**src/rtl/ex_result_skid_pkg.sv**
```systemverilog
// Shared pipeline types for the EX->MEM result path: the carried entry and the x0 constant.
package riscv_pipe_pkg;

    localparam int unsigned DATA_WIDTH     = 32;
    localparam int unsigned REG_ADDR_WIDTH = 5;
    localparam int unsigned OPCODE_LENGTH  = 4;

    localparam logic [REG_ADDR_WIDTH-1:0] REG_ZERO = '0;

    typedef struct packed {
        logic [DATA_WIDTH-1:0]     result;
        logic [REG_ADDR_WIDTH-1:0] rd;
        logic                      regwrite;
        logic [OPCODE_LENGTH-1:0]  op;
    } ex_result_t;

endpackage

```
**src/rtl/ex_result_skid_pipe_slot.sv**
```systemverilog
// One pipeline slot: a valid bit plus payload register, async reset, load/clear enables.
module pipe_slot
    import riscv_pipe_pkg::*;
#(
    parameter type T = ex_result_t
) (
    input  logic clk,
    input  logic rst,
    input  logic load_i,
    input  logic clear_i,
    input  T     data_i,
    output logic valid_o,
    output T     data_o
);

    logic valid_q;
    T     data_q;

    // Clear only drops the valid bit; payload is left as-is so it never toggles needlessly.
    always_ff @(posedge clk or posedge rst) begin
        if (rst) begin
            valid_q <= 1'b0;
            data_q  <= '0;
        end else if (clear_i) begin
            valid_q <= 1'b0;
        end else if (load_i) begin
            valid_q <= 1'b1;
            data_q  <= data_i;
        end
    end

    assign valid_o = valid_q;
    assign data_o  = data_q;

endmodule

```
**src/rtl/ex_result_skid.sv**
```systemverilog
// Registered 2-entry skid buffer between the EX-stage ALU and MEM, with head forwarding.
// Optional EX_SKID_STALL_CNT_EN adds a saturating stall_cnt output.
module ex_result_skid #(
    parameter int unsigned DATA_WIDTH     = 32,
    parameter int unsigned REG_ADDR_WIDTH = 5,
    parameter int unsigned OPCODE_LENGTH  = 4
) (
    input  logic                      clk,
    input  logic                      reset,
    input  logic                      flush,
    input  logic                      in_valid,
    output logic                      in_ready,
    input  logic [DATA_WIDTH-1:0]     in_result,
    input  logic [REG_ADDR_WIDTH-1:0] in_rd,
    input  logic                      in_regwrite,
    input  logic [OPCODE_LENGTH-1:0]  in_op,
    output logic                      out_valid,
    input  logic                      out_ready,
    output logic [DATA_WIDTH-1:0]     out_result,
    output logic [REG_ADDR_WIDTH-1:0] out_rd,
    output logic                      out_regwrite,
    output logic [OPCODE_LENGTH-1:0]  out_op,
    output logic                      fwd_valid,
    output logic [REG_ADDR_WIDTH-1:0] fwd_rd,
    output logic [DATA_WIDTH-1:0]     fwd_result
`ifdef EX_SKID_STALL_CNT_EN
    ,
    output logic [31:0]               stall_cnt
`endif
);

    import riscv_pipe_pkg::*;

    typedef struct packed {
        logic [DATA_WIDTH-1:0]     result;
        logic [REG_ADDR_WIDTH-1:0] rd;
        logic                      regwrite;
        logic [OPCODE_LENGTH-1:0]  op;
    } entry_t;

    entry_t in_entry;
    entry_t head_d;
    entry_t head_q;
    entry_t skid_q;
    logic   head_valid;
    logic   skid_valid;
    logic   head_load;
    logic   head_clear;
    logic   skid_load;
    logic   skid_clear;
    logic   in_fire;
    logic   out_fire;

    // Writes to x0 are kept for the result value but never enable write-back.
    always_comb begin
        in_entry.result   = in_result;
        in_entry.rd       = in_rd;
        in_entry.regwrite = in_regwrite && (in_rd != REG_ZERO);
        in_entry.op       = in_op;
    end

    assign in_ready = ~skid_valid;
    assign in_fire  = in_valid & in_ready;
    assign out_fire = head_valid & out_ready;

    always_comb begin
        head_load  = 1'b0;
        head_clear = 1'b0;
        skid_load  = 1'b0;
        skid_clear = 1'b0;
        head_d     = in_entry;
        if (flush) begin
            head_clear = 1'b1;
            skid_clear = 1'b1;
        end else if (skid_valid) begin
            if (out_fire) begin
                head_load  = 1'b1;
                head_d     = skid_q;
                skid_clear = 1'b1;
            end
        end else if (!head_valid) begin
            head_load = in_fire;
        end else if (out_fire) begin
            head_load  = in_fire;
            head_clear = ~in_fire;
        end else begin
            skid_load = in_fire;
        end
    end

    pipe_slot #(.T(entry_t)) u_head (
        .clk     (clk),
        .rst     (reset),
        .load_i  (head_load),
        .clear_i (head_clear),
        .data_i  (head_d),
        .valid_o (head_valid),
        .data_o  (head_q)
    );

    pipe_slot #(.T(entry_t)) u_skid (
        .clk     (clk),
        .rst     (reset),
        .load_i  (skid_load),
        .clear_i (skid_clear),
        .data_i  (in_entry),
        .valid_o (skid_valid),
        .data_o  (skid_q)
    );

    assign out_valid    = head_valid;
    assign out_result   = head_q.result;
    assign out_rd       = head_q.rd;
    assign out_regwrite = head_q.regwrite;
    assign out_op       = head_q.op;

    assign fwd_valid  = head_valid & head_q.regwrite & (head_q.rd != REG_ZERO);
    assign fwd_rd     = head_q.rd;
    assign fwd_result = head_q.result;

`ifdef EX_SKID_STALL_CNT_EN
    logic [31:0] stall_cnt_q;

    always_ff @(posedge clk or posedge reset) begin
        if (reset) begin
            stall_cnt_q <= '0;
        end else if (head_valid && !out_ready && (stall_cnt_q != '1)) begin
            stall_cnt_q <= stall_cnt_q + 32'd1;
        end
    end

    assign stall_cnt = stall_cnt_q;
`endif

endmodule

```
**config.mk**
```make
export PLATFORM = sky130hd
export DESIGN_NAME = ex_result_skid
export DESIGN_NICKNAME = d
export VERILOG_FILES = /design/src/rtl/ex_result_skid_pkg.sv /design/src/rtl/ex_result_skid_pipe_slot.sv /design/src/rtl/ex_result_skid.sv
export SDC_FILE = /design/constraint.sdc
export NUM_CORES = 1
export LEC_CHECK = 0
export CORE_MARGIN = 5
export CORE_UTILIZATION = 45
export CTS_BUF_LIST = sky130_fd_sc_hd__clkbuf_8
export CTS_CLUSTER_SIZE = 8
export DETAILED_ROUTE_END_ITERATION = 12
export DONT_BUFFER_PORTS = 1
export GPL_ROUTABILITY_DRIVEN = 0
export HOLD_SLACK_MARGIN = 0.1
export SLEW_MARGIN = 20
export SYNTH_ARGS = -nofsm -noshare
export SYNTH_HDL_FRONTEND = slang
export SYNTH_SLANG_ARGS = --single-unit
```
**constraint.sdc**
```tcl
create_clock -name clk -period 3.8 [get_ports clk]
set_input_delay 0.95 -clock clk [delete_from_list [all_inputs] [get_ports clk]]
set_output_delay 0.95 -clock clk [all_outputs]
set_load 0.05 [all_outputs]
```
==> results.cfg <==
[critical_path]
cp_slowest_stage_delay_ps = 980
setup.worst_path.class = register to output port
critPathBufInv = 0
cpMaxStageDelayCell = dfrtp_1
critPathArrivalTime_ps = 1970
cp-end-kind = output port
cp_max_fo = 4
cp_cell_sequence = o311a_1
worst_ep_required_time_ps = 2850
start_kind = register
rrSetupSlack_ps = 1170
crit_family = flip-flops

[clock_network]
cts_tree = built
cts_root_buf = clkbuf_8
cts_resized = 0
numClockSinks = 86
clockBufferDepth = 2
cts_setup_buffers = 0
cts.clk_slew.worst_paths_ps = 80
cts_buffers = 9
ctsHoldBuffers = 0
insertion_delay_ps = 350
htree_levels = 3

[timing]
fmax_mhz = 343
holdWs_ps = 508
fin_tns_setup_ps = 0
clock_skew_ps = 12.4
slew_viol_final = 0
rsz0062_at_grt = false
worstMarginPinSlew_ps = 965
setup_violations = 0
finalCritPeriodShare = 0.768
hold_violations = 0
slew_headroom = 0.356
min_period_ps = 2920

[floorplanning]
start_util = 0.464
dieArea_mm2 = 0.0123
rows = 36
core_mm2 = 0.00986
die_h_um = 111
die_x_um = 111
ios = 129

[global_routing]
grt_pass1_vias = 2224
antenna_found_initial = 0
grt_pass1_wl_um = 12500
grt-ovfl-total = 0
grt_max_degree = 42
gr-usage-all-layers = 0.129

[yosys]
synth_area_mm2 = 0.00457
yosys_warnings = 0
synth_top_area_share = 0.470
ys_types = 25
synth_flop_cell = dfrtp_1
synthArstFlopShare = 1.00
synth_edf_count = 0
syn_area_per_cell_um2 = 16.1
synth_top_cell_by_area = dfrtp_1
synth_cells = 284
synth_area_leaders = dfrtp_1, mux2_4, buf_4
synth-seq-cells = 86
ys_seq_area_frac = 0.470
syn-num-nets = 331

[cells_and_area]
areaGrowthSynthToFinish_pct = 0.0820
nNetsFinal = 301
drive_above_1_share = 0.588
nFillCells = 847
final_cell_mix = mux2_4, dfrtp_1, mux2_2
antenna_cells = 0
seq_area_mm2 = 0.00215
multi_input_area_mm2 = 0.00198
layout_commonest_cell = mux2_4

[drt]
drt-vias-per-instance = 5.25
drt-initial-drc-count = 80
drc = 0
antenna_left = 0
post_drt_wl_per_cell_um = 20.0
dr.pass1.iters = 4
routed_wl_um = 7800
vias = 2047

[outcome]
status = finished, final reports clean

[worst_hold_path]
min_path_type = register to register

[pwr]
peakVddDrop_mv = 0.337
power_leakage_nw = 2.19
power.density_mw_per_mm2 = 676

[place]
place.detailed.hpwl_um = 5150
io_buffers = 0

[job]
cap_violations = 0
synth_stat cells (2+ instances only):
cell type / n
o21ai_0: 2
mux2_2: 16
buf_4: 37
a21oi_1: 2
inv_1: 4
mux2_4: 107
buf_6: 13
dfrtp_1: 86
state kept, by name (all words and copies together), names as in the netlist:
register	flops
u_head.data_o	42
u_skid.data_o	42
u_head.valid_o	1
u_skid.valid_o	1
power breakdown:
part | leakage (nW) | switching [mW] | internal [mW]
sequential | 1.03 | 0.837 | 1.13
combinational | 1.06 | 0.183 | 0.340
clock | 0.0884 | 0.313 | 0.293
total | 2.19 | 1.33 | 1.76
kinds of logic (layout without fill, tap and decap cells):
kind of cell / after synthesis / count (layout) / share of synthesized area
flops: 86 / 86 / 0.470
mux: 124 / 124 / 0.393
buf+inv: 55 / 28 / 0.0971
simple gates: 8 / 8 / 0.0208
compound gates: 11 / 11 / 0.0189
metal layers:
layer	vias to the layer above	track usage	routed length [um]
li1	896	-	-
met1	1071	0.163	3310
met2	72	0.193	3590
met3	8	0.0590	776
met4	0	0.0493	119
met5	-	0	0
layout make-up:
cell class	instances	area share
Tap cell	133	0.0363
Timing Repair Buffer	10	0.0191
Clock buffer	9	0.0271
Multi-Input combinational cell	143	0.432
Inverter	4	0.00355
Clock inverter	5	0.0118
Sequential cell	86	0.470
through the flow:
stage / area (um2) / std cells / setup slack (ps) / utilization / power [mW]
final: 4580 / 390 / 883 / 0.464 / 3.09
after global routing: 4580 / 390 / 805 / 0.464 / 3.24
after CTS: 4560 / 389 / 819 / 0.462 / 3.14
after detailed placement: 4380 / 375 / 825 / 0.444 / 2.52
after global placement: 4380 / 375 / 868 / 0.444 / 2.50
after floorplan: 4570 / 284 / 628 / - / 2.55
path summary, 6_finish.rpt:
path                                  start                 to  cells past startpoint
setup reg to reg             u_head.valid_o  u_head.data_o[25]                      4
hold / removal             u_skid.data_o[3]   u_skid.data_o[3]                      1
hold reg to reg            u_skid.data_o[3]   u_skid.data_o[3]                      1
setup / recovery           u_head.data_o[8]          fwd_valid                      1
max in group asynchronous             reset   u_skid.data_o[1]                      2
min in group asynchronous             reset  u_skid.data_o[34]                      1
No activity file was read; power rests on OpenSTA's default activity.
